## src/rtl/fp_cvt_pkg.sv

```systemverilog
`default_nettype none
// ============================================================================
//  Module      : fp_cvt_pkg
//  Description : Shared rounding-mode encodings, double-format widths and the
//                round-increment decision for the FP conversion units.
//  Revision    : 1.0  initial release
// ============================================================================
package fp_cvt_pkg;

    localparam logic [2:0] RM_RNE = 3'b000;
    localparam logic [2:0] RM_RTZ = 3'b001;
    localparam logic [2:0] RM_RDN = 3'b010;
    localparam logic [2:0] RM_RUP = 3'b011;
    localparam logic [2:0] RM_RMM = 3'b100;

    localparam int DBL_EXP_W = 11;
    localparam int DBL_MAN_W = 52;
    localparam int DBL_BIAS  = 1023;

    // Reserved encodings fall through to round-to-nearest-even.
    function automatic logic round_inc(
        input logic [2:0] rm,
        input logic       sign,
        input logic       lsb,
        input logic       guard,
        input logic       sticky
    );
        logic inc;
        case (rm)
            RM_RTZ:  inc = 1'b0;
            RM_RDN:  inc = sign & (guard | sticky);
            RM_RUP:  inc = ~sign & (guard | sticky);
            RM_RMM:  inc = guard;
            default: inc = guard & (sticky | lsb);
        endcase
        return inc;
    endfunction

endpackage
`default_nettype wire

```

## src/rtl/fp_lzc.sv

```systemverilog
`default_nettype none
// ============================================================================
//  Module      : fp_lzc
//  Description : Combinational leading-zero counter built as a binary
//                priority tree, with an all-zero flag.
//  Revision    : 1.0  initial release
// ============================================================================
module fp_lzc #(
    parameter int W = 64
) (
    input  logic [W-1:0]         i_data,
    output logic [$clog2(W)-1:0] o_cnt,
    output logic                 o_zero
);

    localparam int c_cw = $clog2(W);
    localparam int c_p  = 1 << c_cw;

    logic [c_p-1:0]  w_pad;
    logic            w_vld [1:2*c_p-1];
    logic [c_cw-1:0] w_cnt [1:2*c_p-1];

    // Padding sits below the LSB so it never shifts the count of a non-zero input.
    if (c_p > W) begin : g_pad
        assign w_pad = {i_data, {(c_p-W){1'b0}}};
    end else begin : g_nopad
        assign w_pad = i_data;
    end

    // Heap-indexed tree: node k has children 2k (upper half) and 2k+1 (lower half).
    always_comb begin
        for (int k = 0; k < c_p; k++) begin
            w_vld[c_p+k] = w_pad[c_p-1-k];
            w_cnt[c_p+k] = '0;
        end
        for (int d = c_cw - 1; d >= 0; d--) begin
            for (int k = (1 << d); k < (2 << d); k++) begin
                w_vld[k] = w_vld[2*k] | w_vld[2*k+1];
                w_cnt[k] = w_vld[2*k] ? w_cnt[2*k]
                                      : (w_cnt[2*k+1] | c_cw'(1 << (c_cw - 1 - d)));
            end
        end
    end

    assign o_cnt  = w_cnt[1];
    assign o_zero = ~w_vld[1];

endmodule
`default_nettype wire

```

## src/rtl/fp_cvt_d_int_pipe.sv

```systemverilog
`default_nettype none
// ============================================================================
//  Module      : fp_cvt_d_int_pipe
//  Description : Three-stage integer-to-double converter (FCVT.D.{L,LU,W,WU})
//                with valid/ready flow control on both sides.
//  Revision    : 1.0  initial release
// ============================================================================
module fp_cvt_d_int_pipe
    import fp_cvt_pkg::*;
#(
    parameter int INT_W = 64,
    parameter int EXP_W = DBL_EXP_W,
    parameter int MAN_W = DBL_MAN_W,
    parameter int BIAS  = DBL_BIAS
) (
    input  logic                   clk,
    input  logic                   rst_n,
    input  logic                   in_valid,
    output logic                   in_ready,
    input  logic [INT_W-1:0]       in_int,
    input  logic                   in_signed,
    input  logic [2:0]             in_rm,
    output logic                   out_valid,
    input  logic                   out_ready,
    output logic [EXP_W+MAN_W:0]   out_d,
    output logic                   out_nx
);

    localparam int               c_lzc_w   = $clog2(INT_W);
    localparam logic [EXP_W-1:0] c_exp_top = EXP_W'(BIAS + INT_W - 1);

    logic                 r_s1_valid;
    logic                 r_s1_sign;
    logic [INT_W-2:0]     r_s1_mag;
    logic [c_lzc_w-1:0]   r_s1_lzc;
    logic                 r_s1_zero;
    logic [2:0]           r_s1_rm;

    logic                 r_s2_valid;
    logic                 r_s2_sign;
    logic [EXP_W-1:0]     r_s2_exp;
    logic [MAN_W-1:0]     r_s2_mant;
    logic                 r_s2_guard;
    logic                 r_s2_sticky;
    logic [2:0]           r_s2_rm;

    logic                 r_s3_valid;

    // ---------------------------------------------------------------- flow
    logic w_s1_adv, w_s2_adv, w_s3_adv;
    logic w_s1_en, w_s2_en, w_s3_en;

    assign w_s3_adv  = r_s3_valid & out_ready;
    assign w_s3_en   = ~r_s3_valid | w_s3_adv;
    assign w_s2_adv  = r_s2_valid & w_s3_en;
    assign w_s2_en   = ~r_s2_valid | w_s2_adv;
    assign w_s1_adv  = r_s1_valid & w_s2_en;
    assign w_s1_en   = ~r_s1_valid | w_s1_adv;
    assign in_ready  = rst_n & w_s1_en;
    assign out_valid = r_s3_valid;

    // ---------------------------------------------------------------- S1
    logic               w_sign;
    logic [INT_W-1:0]   w_mag;
    logic [c_lzc_w-1:0] w_lzc;
    logic               w_zero;

    assign w_sign = in_signed & in_int[INT_W-1];
    assign w_mag  = w_sign ? (~in_int + INT_W'(1)) : in_int;

    fp_lzc #(
        .W (INT_W)
    ) u_lzc (
        .i_data (w_mag),
        .o_cnt  (w_lzc),
        .o_zero (w_zero)
    );

    always_ff @(posedge clk) begin
        if (!rst_n) begin
            r_s1_valid <= 1'b0;
        end else if (w_s1_en) begin
            r_s1_valid <= in_valid;
        end
    end

    // The leading one is implicit after normalisation, so only the bits below the MSB are kept.
    always_ff @(posedge clk) begin
        if (w_s1_en & in_valid) begin
            r_s1_sign <= w_sign;
            r_s1_mag  <= w_mag[INT_W-2:0];
            r_s1_lzc  <= w_lzc;
            r_s1_zero <= w_zero;
            r_s1_rm   <= in_rm;
        end
    end

    // ---------------------------------------------------------------- S2
    logic [INT_W-2:0] w_norm;
    logic [EXP_W-1:0] w_exp;
    logic [MAN_W-1:0] w_mant;
    logic             w_guard;
    logic             w_sticky;

    assign w_norm = r_s1_mag << r_s1_lzc;
    assign w_exp  = r_s1_zero ? '0 : (c_exp_top - EXP_W'(r_s1_lzc));

    if (INT_W - 1 > MAN_W + 1) begin : g_guard_sticky
        assign w_mant   = w_norm[INT_W-2 -: MAN_W];
        assign w_guard  = w_norm[INT_W-2-MAN_W];
        assign w_sticky = |w_norm[INT_W-3-MAN_W:0];
    end else if (INT_W - 1 == MAN_W + 1) begin : g_guard_only
        assign w_mant   = w_norm[INT_W-2 -: MAN_W];
        assign w_guard  = w_norm[0];
        assign w_sticky = 1'b0;
    end else if (INT_W - 1 == MAN_W) begin : g_exact
        assign w_mant   = w_norm;
        assign w_guard  = 1'b0;
        assign w_sticky = 1'b0;
    end else begin : g_zero_pad
        assign w_mant   = {w_norm, {(MAN_W-INT_W+1){1'b0}}};
        assign w_guard  = 1'b0;
        assign w_sticky = 1'b0;
    end

    always_ff @(posedge clk) begin
        if (!rst_n) begin
            r_s2_valid <= 1'b0;
        end else if (w_s2_en) begin
            r_s2_valid <= r_s1_valid;
        end
    end

    always_ff @(posedge clk) begin
        if (w_s2_en & r_s1_valid) begin
            r_s2_sign   <= r_s1_sign;
            r_s2_exp    <= w_exp;
            r_s2_mant   <= w_mant;
            r_s2_guard  <= w_guard;
            r_s2_sticky <= w_sticky;
            r_s2_rm     <= r_s1_rm;
        end
    end

    // ---------------------------------------------------------------- S3
    logic             w_inc;
    logic [MAN_W:0]   w_mant_sum;
    logic [EXP_W-1:0] w_exp_rnd;

    assign w_inc      = round_inc(r_s2_rm, r_s2_sign, r_s2_mant[0], r_s2_guard, r_s2_sticky);
    assign w_mant_sum = {1'b0, r_s2_mant} + (MAN_W+1)'(w_inc);
    // A carry out of the mantissa leaves it all-zero and bumps the exponent.
    assign w_exp_rnd  = r_s2_exp + EXP_W'(w_mant_sum[MAN_W]);

    always_ff @(posedge clk) begin
        if (!rst_n) begin
            r_s3_valid <= 1'b0;
            out_d      <= '0;
            out_nx     <= 1'b0;
        end else begin
            if (w_s3_en) begin
                r_s3_valid <= r_s2_valid;
            end
            if (w_s3_en & r_s2_valid) begin
                out_d  <= {r_s2_sign, w_exp_rnd, w_mant_sum[MAN_W-1:0]};
                out_nx <= r_s2_guard | r_s2_sticky;
            end
        end
    end

endmodule
`default_nettype wire
```

## config.mk

```make
export PLATFORM = sky130hd
export DESIGN_NAME = fp_cvt_d_int_pipe
export DESIGN_NICKNAME = d
export VERILOG_FILES = /design/src/rtl/fp_cvt_pkg.sv /design/src/rtl/fp_lzc.sv /design/src/rtl/fp_cvt_d_int_pipe.sv
export SDC_FILE = /design/constraint.sdc
export NUM_CORES = 1
export LEC_CHECK = 0
export CAP_MARGIN = 40
export CORE_ASPECT_RATIO = 0.7
export CORE_MARGIN = 8
export CORE_UTILIZATION = 60
export DETAILED_ROUTE_END_ITERATION = 6
export PLACE_DENSITY = 0.79
export REMOVE_ABC_BUFFERS = 1
export SETUP_SLACK_MARGIN = 0.02
export SLEW_MARGIN = 10
export SYNTH_ARGS = -nofsm -noshare
export SYNTH_HDL_FRONTEND = slang
export SYNTH_SLANG_ARGS = --single-unit
```

## constraint.sdc

```tcl
create_clock -name clk -period 11.8 [get_ports clk]
set_input_delay 2.95 -clock clk [delete_from_list [all_inputs] [get_ports clk]]
set_output_delay 2.95 -clock clk [all_outputs]
set_load 0.03 [all_outputs]
```

==> impl_metrics.yaml, run 1 <==
die:
  die_h_um: 146.2
  num_rows: 47
  core_area_um2: 23700
  io_pins: 139
  dieArea_um2: 29540
  die_x_um: 202.0
  initial_core_util_pct: 61.34
finish:
  diodes: 0
  ff_latch_area_um2: 5655
  utilization_pct: 71.51
  mostFrequentLayoutCells: "nand2_1 (213), nor2_1 (197), edfxtp_1 (143), clkdlybuf4s50_1 (138), a21oi_1 (96)"
  fin_cells: 2017
  layout_commonest_cell: "nand2_1"
  final_area_um2: 16950
  nFillCells: 1833
  syn_to_final_growth_pct: 16.59
  fin_nets: 1762
  multi_input_area_um2: 8275
  drive_gt1_share_pct: 10.06
logic_synthesis:
  synth_area_per_cell_um2: 9.057
  yosys_warnings: 0
  synth_xor_area_share_pct: 6.421
  synth_top_family_by_area: "simple AND/OR/NAND/NOR gates"
  synth_compound_area_share_pct: 14.81
  postSynth.asyncResetShare_pct: 0
  syn-instance-count: 1605
  synth_top_area_share_pct: 29.54
  yosysUniqueCellTypes: 79
  ys.flop_type: "edfxtp_1"
  ys_seq_area_share_pct: 38.91
  yosys.area.top_type: "edfxtp_1"
  synth_mux_area_share_pct: 11.91
  ys_top_cells_by_area: "edfxtp_1 (30%), dfxtp_1 (9.4%), mux4_2 (7.0%)"
  ys_ff_latch: 211
  syn_area_um2: 14540
  synth_edf_count: 143
  synth_adder_area_share_pct: 0.6886
  synth_simple_gate_area_share_pct: 22.86
sta:
  period_share_pct: 66.95
  slew-limit-headroom_pct: 34.89
  period_needed_ps: 7900
  worst_slack_ps: 3900
  tightest_slew_ps: 975.6
  fin_skew_ps: 18.30
  finalHoldViolCount: 0
  rsz0062_at_grt: "no"
  fmax_ghz: 0.1266
  setup_viol: 0
  final_max_slew_viol_count: 0
  tns_ps: 0
global_routing:
  grt_pass1_vias: 11878
  antenna_found_initial: 0
  grt_max_degree: 107
  grt_pass1_wl_um: 65550
  grt_overflow: 0
  track_usage_pct: 27.11
power:
  p_seq_share_pct: 39.7
  vdd_ir_drop_max_uv: 128.9
  p_int_uw: 1569
  leakagePower_uw: 0.005963
  power_density_nw_per_um2: 134.4
  clock_power_share_pct: 33.9
  p_sw_share_pct: 31.11
  combPwrFrac_pct: 26.4
  switchingPower_uw: 708.7
placement:
  postPlaceCellArea_um2: 16080
  place_congestion: 0.9498
  dp_hpwl_um: 31610
  post-place-cells: 1973
  numPortBuffers: 138
  post-place-ws_ps: 3930
clocking:
  cts_buffers: 23
  clock-root-buffer: "clkbuf_16"
  clock-sinks: 211
  cts_hold_buf: 0
  clk_latency_ps: 520
  cts.repair.resized: 0
  cts_max_level: 1
  clk_pin_slew_ps: 60
  post_cts_buffers: 0
  cts_tree: "done"
  clk_path_buf_depth: 3
worst_setup_path:
  end_kind: "primary output"
  startpoint_type: "input port"
  slowest_delay_ps: 700
  cp_max_fo: 58
  crit_slowest_cell: "clkdlybuf4s50_1"
  cpMostUsedCell: "clkdlybuf4s50_1"
  crit_required_ps: 8850
  arrival_ps: 4950
  worstPathCellList: "clkdlybuf4s50_1 > inv_2 > buf_4 > a31oi_1 > clkdlybuf4s50_1"
  crit_type: "input port to primary output"
drt:
  drtIter0Drc: 1542
  wl_per_cell_um: 20.78
  ant_nets: 0
  drt-pass1-iter-count: 7
  wl_um: 41920
  avgViaCountPerCell: 6.425
  vias: 12959
  drc: 0
min_path:
  holdCritPathClass: "register to register"
job:
  cap_viol_max_count: 0
status:
  outcome: "complete, no violations"
[flip-flops by register name, summed over array words and instances (netlist names), 3 cells and up]
name       flops
out_d         64
r_s1_mag      63
r_s2_mant     52
r_s2_exp      11
r_s1_lzc       6
r_s1_rm        3
r_s2_rm        3
[path summary, 6_finish.rpt]
| kind | from | to | slack, ps | cells after the start |
|---|---|---|---|---|
| min reg2reg | r_s1_rm[0] | r_s2_rm[0] | 420 | 0 |
| min | r_s1_rm[0] | r_s2_rm[0] | 420 | 0 |
| max reg2reg | r_s2_sign | out_d[62] | 7710 | 16 |
| max | rst_n | in_ready | 3900 | 5 |
[final cells by class]
class | count | area share, %
well taps | 318 | 2.348
clock inverters | 17 | 1.336
clock buffers | 25 | 3.440
flip-flops and latches | 211 | 33.37
multi-input cells | 1231 | 48.83
repair buffers | 159 | 9.435
inverters | 56 | 1.240
[metrics by stage]
stage,hold slack [ps],total power [µW]
floorplan,400.3,1306
global placement,400.8,1488
detailed placement,405.4,1499
CTS,419.2,2268
global route,437.2,2371
finish,420.9,2278
[cell usage after synthesis (36+ instances only)]
cell type and count:
clkbuf_1 81, xor2_1 50, nand3_1 36, nor3_1 37
a211oi_1 55, mux4_2 45, o21ai_0 75, nor2_1 197
nand2_1 213, mux2i_1 56, edfxtp_1 143, xnor2_1 51
a21oi_1 96, inv_1 52, dfxtp_1 68
[power groups by stage]
stage | Combinational (µW) | Clock (µW) | Sequential [µW]
after floorplan | 347 | 0 | 958
after global placement | 574 | 0 | 914
after detailed placement | 581 | 0 | 919
after CTS | 585 | 779 | 903
after global routing | 646 | 814 | 911
final | 602 | 772 | 904
[logic make-up (layout without fill, tap and decap cells)]
logic type,Yosys count,in the layout
AO/OA/AOI/OAI,339,339
XOR/XNOR,104,104
multiplexers,115,115
buffers and inverters,163,257
AND/OR/NAND/NOR,665,665
flip-flops,211,211
adder cells (fa/ha/maj),8,8
[per-layer routing]
| layer | global-route usage (%) | wire [µm] | vias to the layer above |
|---|---|---|---|
| met5 | 0 | 0 | - |
| met4 | 4.007 | 647 | 0 |
| met3 | 7.118 | 4773 | 65 |
| met2 | 38.92 | 17550 | 660 |
| met1 | 41.03 | 18950 | 6145 |
| li1 | - | - | 6089 |
[worst max-delay path, delay by kind of cell]
| kind | cells | cell delay (ps) |
|---|---|---|
| buffers and inverters | 4 | 1720 |
| AOI/OAI and AO/OA | 1 | 230 |
(Power assumes the default switching activity.)
==> run 2, diff against run 1 <==
Settings changed: CORE_UTILIZATION 60 to 59, PLACE_DENSITY 0.79 to 0.78.
Clock period 11.8 ns to 7.8 ns, I/O delays scaled along.
==> run 2 against run 1 <==
Against the previous run:
- worst setup slack worse by 2200 ps
- final cell count grew 0.45%
- routed wire length rose by 0.64%
- core utilization shrank 2.3 points
- combinational power grew 52%
- final area fell by 0.24%
- largest power group unchanged
==> impl_metrics.yaml, run 2 (synthesized netlist as in run 1, its figures left out) <==
sta:
  fin_skew_ps: 24.95
  setup_viol: 0
  fmax_ghz: 0.1635
  slew-limit-headroom_pct: 39.55
  rsz0062_at_grt: "no"
  hold_slack_ps: 417.0
  tns_ps: 0
  final_max_slew_viol_count: 0
  worst_slack_ps: 1683
  finalHoldViolCount: 0
  period_needed_ps: 6117
  period_share_pct: 78.42
  tightest_slew_ps: 905.7
clocking:
  cts_hold_buf: 0
  cts_tree: "done"
  clock-sinks: 211
  cts_max_level: 1
  cts.repair.resized: 0
  cts_buffers: 22
  clk_path_buf_depth: 3
  clk_latency_ps: 530
  clk_pin_slew_ps: 60
  post_cts_buffers: 0
  clock-root-buffer: "clkbuf_16"
worst_setup_path:
  crit_required_ps: 8060
  cp_max_fo: 14
  crit_slowest_cell: "nor4b_2"
  end_kind: "register"
  r2r_start: "r_s2_sign"
  startpoint: "in_int[0]"
  crit_type: "input port to register"
  worstPathCellList: "clkdlybuf4s50_1 > inv_1 > ha_1 > nor4b_2 > nand3_2 > nor4_4 > a21oi_1 > xor2_1 > nor4_2 > nand4_1 > a2111oi_1 > a211oi_1"
  slowest_delay_ps: 670
  startpoint_type: "input port"
  arrival_ps: 6380
finish:
  mostFrequentLayoutCells: "nand2_1 (213), nor2_1 (197), edfxtp_1 (143), clkdlybuf4s50_1 (138), a21oi_1 (96)"
  ff_latch_area_um2: 5655
  regMostFlops: "out_d"
  drive_gt1_share_pct: 9.941
  layout_commonest_cell: "nand2_1"
  syn_to_final_growth_pct: 16.31
  reg.largest.list: "out_d (64), r_s1_mag (63), r_s2_mant (52)"
  largest_reg_flops: 64
  multi_input_area_um2: 8275
  utilization_pct: 69.17
  nFillCells: 1920
  final_area_um2: 16910
  fin_nets: 1764
global_routing:
  track_usage_pct: 27.50
  grt_max_degree: 105
  grt_pass1_wl_um: 66560
  grt_overflow: 0
  grt_pass1_vias: 11956
  antenna_found_initial: 1
placement:
  dp_hpwl_um: 32110
  post-place-ws_ps: 1268
  place_congestion: 0.9693
  numPortBuffers: 138
  postPlaceCellArea_um2: 16130
die:
  die_h_um: 147.3
  num_rows: 48
  core_area_um2: 24440
  dieArea_um2: 30000
  io_pins: 139
  initial_core_util_pct: 59.47
  die_x_um: 203.6
drt:
  wl_per_cell_um: 20.82
  vias: 12802
  wl_um: 42190
  drt-pass1-iter-count: 6
  drc: 0
  drtIter0Drc: 1472
  ant_nets: 0
  avgViaCountPerCell: 6.319
power:
  leakagePower_uw: 0.005936
  clock_power_share_pct: 31.9
  power_density_nw_per_um2: 198.4
  switchingPower_uw: 1059
  vdd_ir_drop_max_uv: 186.7
  p_int_uw: 2296
  p_seq_share_pct: 40.8
  combPwrFrac_pct: 27.3
  p_sw_share_pct: 31.56
status:
  outcome: "complete, no violations"
job:
  cap_viol_max_count: 0
min_path:
  hold_start: "r_s1_rm[0]"
  holdCritPathClass: "register to register"
[run 2: cell count changes in the layout (fill, tap and decap cells not counted), moves of 2 or more]
cell | previous run | this run
clkbuf_1 | 2 | 7
inv_6 | 3 | 0
bufinv_16 | 5 | 3
clkinv_1 | 3 | 1
[run 2: final cells by class]
class,instances,share of cell area (%)
Clock inverter,10,0.8066
Multi-Input combinational cell,1231,48.95
Timing Repair Buffer,162,9.643
Sequential cell,211,33.45
Inverter,56,1.243
Tap cell,325,2.405
Antenna cell,1,0.01480
Clock buffer,30,3.493
[run 2: metal layers]
layer  global-route usage [%]  share of wire [%]  up-vias
met3                    7.327                9.8       42
met1                    40.79                 46     6128
met2                    40.33                 43      533
met4                    4.159                1.2        0
li1                         -                  -     6099
met5                        0                  0        -
[run 2: path summary, 6_finish.rpt]
path / to / slack, ps / cells past startpoint
max reg2reg: out_d[62] / 3640 / 16
max: r_s1_lzc[0] / 1680 / 12
min reg2reg: r_s2_rm[0] / 420 / 0
min: r_s2_rm[0] / 420 / 0
[run 2: stage by stage]
stage / instances / total power [µW]
floorplan: 1498 / 1975
global placement: 1979 / 2253
detailed placement: 1982 / 2275
CTS: 2022 / 3340
global route: 2025 / 3491
finish: 2026 / 3355
[run 2: power groups by stage]
| stage | combinational, µW | sequential (µW) | clock [µW] |
|---|---|---|---|
| after floorplan | 525 | 1450 | 0 |
| after global placement | 866 | 1390 | 0 |
| after detailed placement | 883 | 1390 | 0 |
| after CTS | 890 | 1370 | 1080 |
| after global routing | 983 | 1380 | 1130 |
| final | 915 | 1370 | 1070 |
[run 2: worst max-delay path: cells and delay by family]
family,cells,cell delay (ps)
buffers and inverters,2,640
AO/OA/AOI/OAI,3,810
adder cells (fa/ha/maj),1,190
AND/OR/NAND/NOR,5,2580
XOR/XNOR,1,200
==> run 3, diff against run 2 <==
Settings changed: CORE_UTILIZATION 59 to 53, PLACE_DENSITY 0.78 to 0.74.
Clock period 7.8 ns to 5.1 ns, I/O delays scaled along.
==> run 3 against run 2 <==
Against the previous run:
- first-iteration DRC count decreased by 9.5%
- combinational power rose by 57%
- clock power rose by 47%
- total power increased by 52%
- register-to-register slack got worse by 2800 ps
- worst setup slack worse by 1200 ps
- critical path depth down 2
- largest power group unchanged
- critical endpoint unchanged
- sequential share of layout area is 1.1 points lower
==> impl_metrics.yaml, run 3 (synthesized netlist as in run 1, its figures left out) <==
status:
  outcome: "complete, no violations"
worst_setup_path:
  crit_required_ps: 5350
  arrival_ps: 4900
  end_kind: "register"
  startpoint_type: "input port"
  cp_max_fo: 6
  crit_type: "input port to register"
  r2r_start: "r_s2_sign"
  timing.rr.end: "out_d[62]"
  reg2reg_depth: 16
  timing.reg2reg.setup_slack_ps: 880
global_routing:
  grt_max_degree: 75
  grt_pass1_wl_um: 69610
  grt_pass1_vias: 12385
  antenna_found_initial: 0
  track_usage_pct: 25.74
  grt_overflow: 0
power:
  switchingPower_uw: 1631
  vdd_ir_drop_max_uv: 223.4
  clock_power_share_pct: 30.8
  combPwrFrac_pct: 28.3
  p_int_uw: 3477
  leakagePower_uw: 0.006291
  p_sw_share_pct: 31.93
  p_seq_share_pct: 41.0
  power.total_uw: 5108
  power_density_nw_per_um2: 292.0
die:
  initial_core_util_pct: 54.16
  core_area_um2: 26840
  dieArea_um2: 33070
  io_pins: 139
  num_rows: 50
  die_x_um: 213.9
  die_h_um: 154.6
sta:
  rsz0062_at_grt: "no"
  setup_viol: 0
  final_max_slew_viol_count: 0
  hold_slack_ps: 421.3
  tightest_slew_ps: 876.9
  period_needed_ps: 4653
  fmax_ghz: 0.2149
  finalHoldViolCount: 0
  fin_skew_ps: 14.13
  period_share_pct: 91.23
  slew-limit-headroom_pct: 41.54
clocking:
  clock-root-buffer: "clkbuf_16"
  post_cts_buffers: 0
  cts_max_level: 1
  clk_pin_slew_ps: 60
  cts_tree: "done"
  clk_latency_ps: 510
  cts_buffers: 22
  cts_hold_buf: 0
  clk_path_buf_depth: 3
  cts.repair.resized: 0
  clock-sinks: 211
drt:
  drtIter0Drc: 1332
  vias: 13110
  ant_nets: 0
  wl_per_cell_um: 20.45
  drc: 0
  wl_um: 43690
  drt-pass1-iter-count: 5
  avgViaCountPerCell: 6.135
min_path:
  hold_start: "r_s1_sign"
  holdCritPathClass: "register to register"
  hold_depth: 0
  hold_path_end: "r_s2_sign"
finish:
  final_area_um2: 17490
  drive_gt1_share_pct: 13.65
  utilization_pct: 65.18
  fin_nets: 1837
  diodes: 0
  regMostFlops: "out_d"
  syn_to_final_growth_pct: 20.34
  layout_commonest_cell: "nand2_1"
  largest_reg_flops: 64
  fin_cells: 2137
  reg.largest.list: "out_d (64), r_s1_mag (63), r_s2_mant (52)"
  nFillCells: 2159
  mostFrequentLayoutCells: "nand2_1 (213), nor2_1 (197), edfxtp_1 (143), clkdlybuf4s50_1 (138), a21oi_1 (96)"
placement:
  numPortBuffers: 138
  dp_hpwl_um: 34250
  place_congestion: 0.9553
  post-place-cells: 2096
  postPlaceCellArea_um2: 16760
job:
  cap_viol_max_count: 0
run 3: metal layers:
| metal | up-vias | track usage, % | wire, µm |
|---|---|---|---|
| li1 | 6245 | - | - |
| met1 | 6313 | 39.08 | 20650 |
| met2 | 511 | 36.75 | 17960 |
| met3 | 41 | 6.878 | 4520 |
| met4 | 0 | 3.541 | 568 |
| met5 | - | 0 | 0 |
run 3: power groups by stage:
stage / Combinational, µW / Sequential [µW] / Clock, µW
finish: 1440 / 2090 / 1570
global route: 1560 / 2110 / 1670
CTS: 1410 / 2090 / 1600
detailed placement: 1410 / 2130 / 0
global placement: 1390 / 2120 / 0
floorplan: 803 / 2220 / 0
run 3: per-stage QoR:
step	TNS, ps	worst slack, ps
after floorplan	-223030	-1908
after global placement	0	10.43
after detailed placement	-31.33	-19.95
after CTS	0	504.5
after global routing	0	216.0
final	0	447.4
run 3: how the worst max path moves through the flow:
stage | start | endpoint | slack (ps) | cells after the start
global route | in_int[27] | r_s1_lzc[1] | 220 | 13
floorplan | out_ready | r_s2_exp[0] | -1910 | 2
finish | in_int[22] | r_s1_lzc[0] | 450 | 10
CTS | in_int[27] | r_s1_zero | 500 | 12
global placement | in_int[27] | r_s1_lzc[0] | 10 | 11
detailed placement | in_int[27] | r_s1_lzc[2] | -20 | 12
run 3: area by class of cell:
| class | count | area, µm² | share of cell area, % |
|---|---|---|---|
| flip-flops and latches | 211 | 5655 | 32.33 |
| well taps | 364 | 455.4 | 2.604 |
| clock buffers | 31 | 656.9 | 3.755 |
| clock inverters | 9 | 52.55 | 0.3004 |
| repair buffers | 235 | 2187 | 12.50 |
| inverters | 56 | 210.2 | 1.202 |
| multi-input cells | 1231 | 8275 | 47.31 |
run 3: worst max-delay path, stage by stage:
cell,delay [ps]
clkdlybuf4s50_1,490
or4_4,580
nor4b_1,580
a31oi_1,180
xor2_1,210
or2_4,300
nor4_4,400
o311ai_1,320
a2111oi_1,460
a211oi_1,100
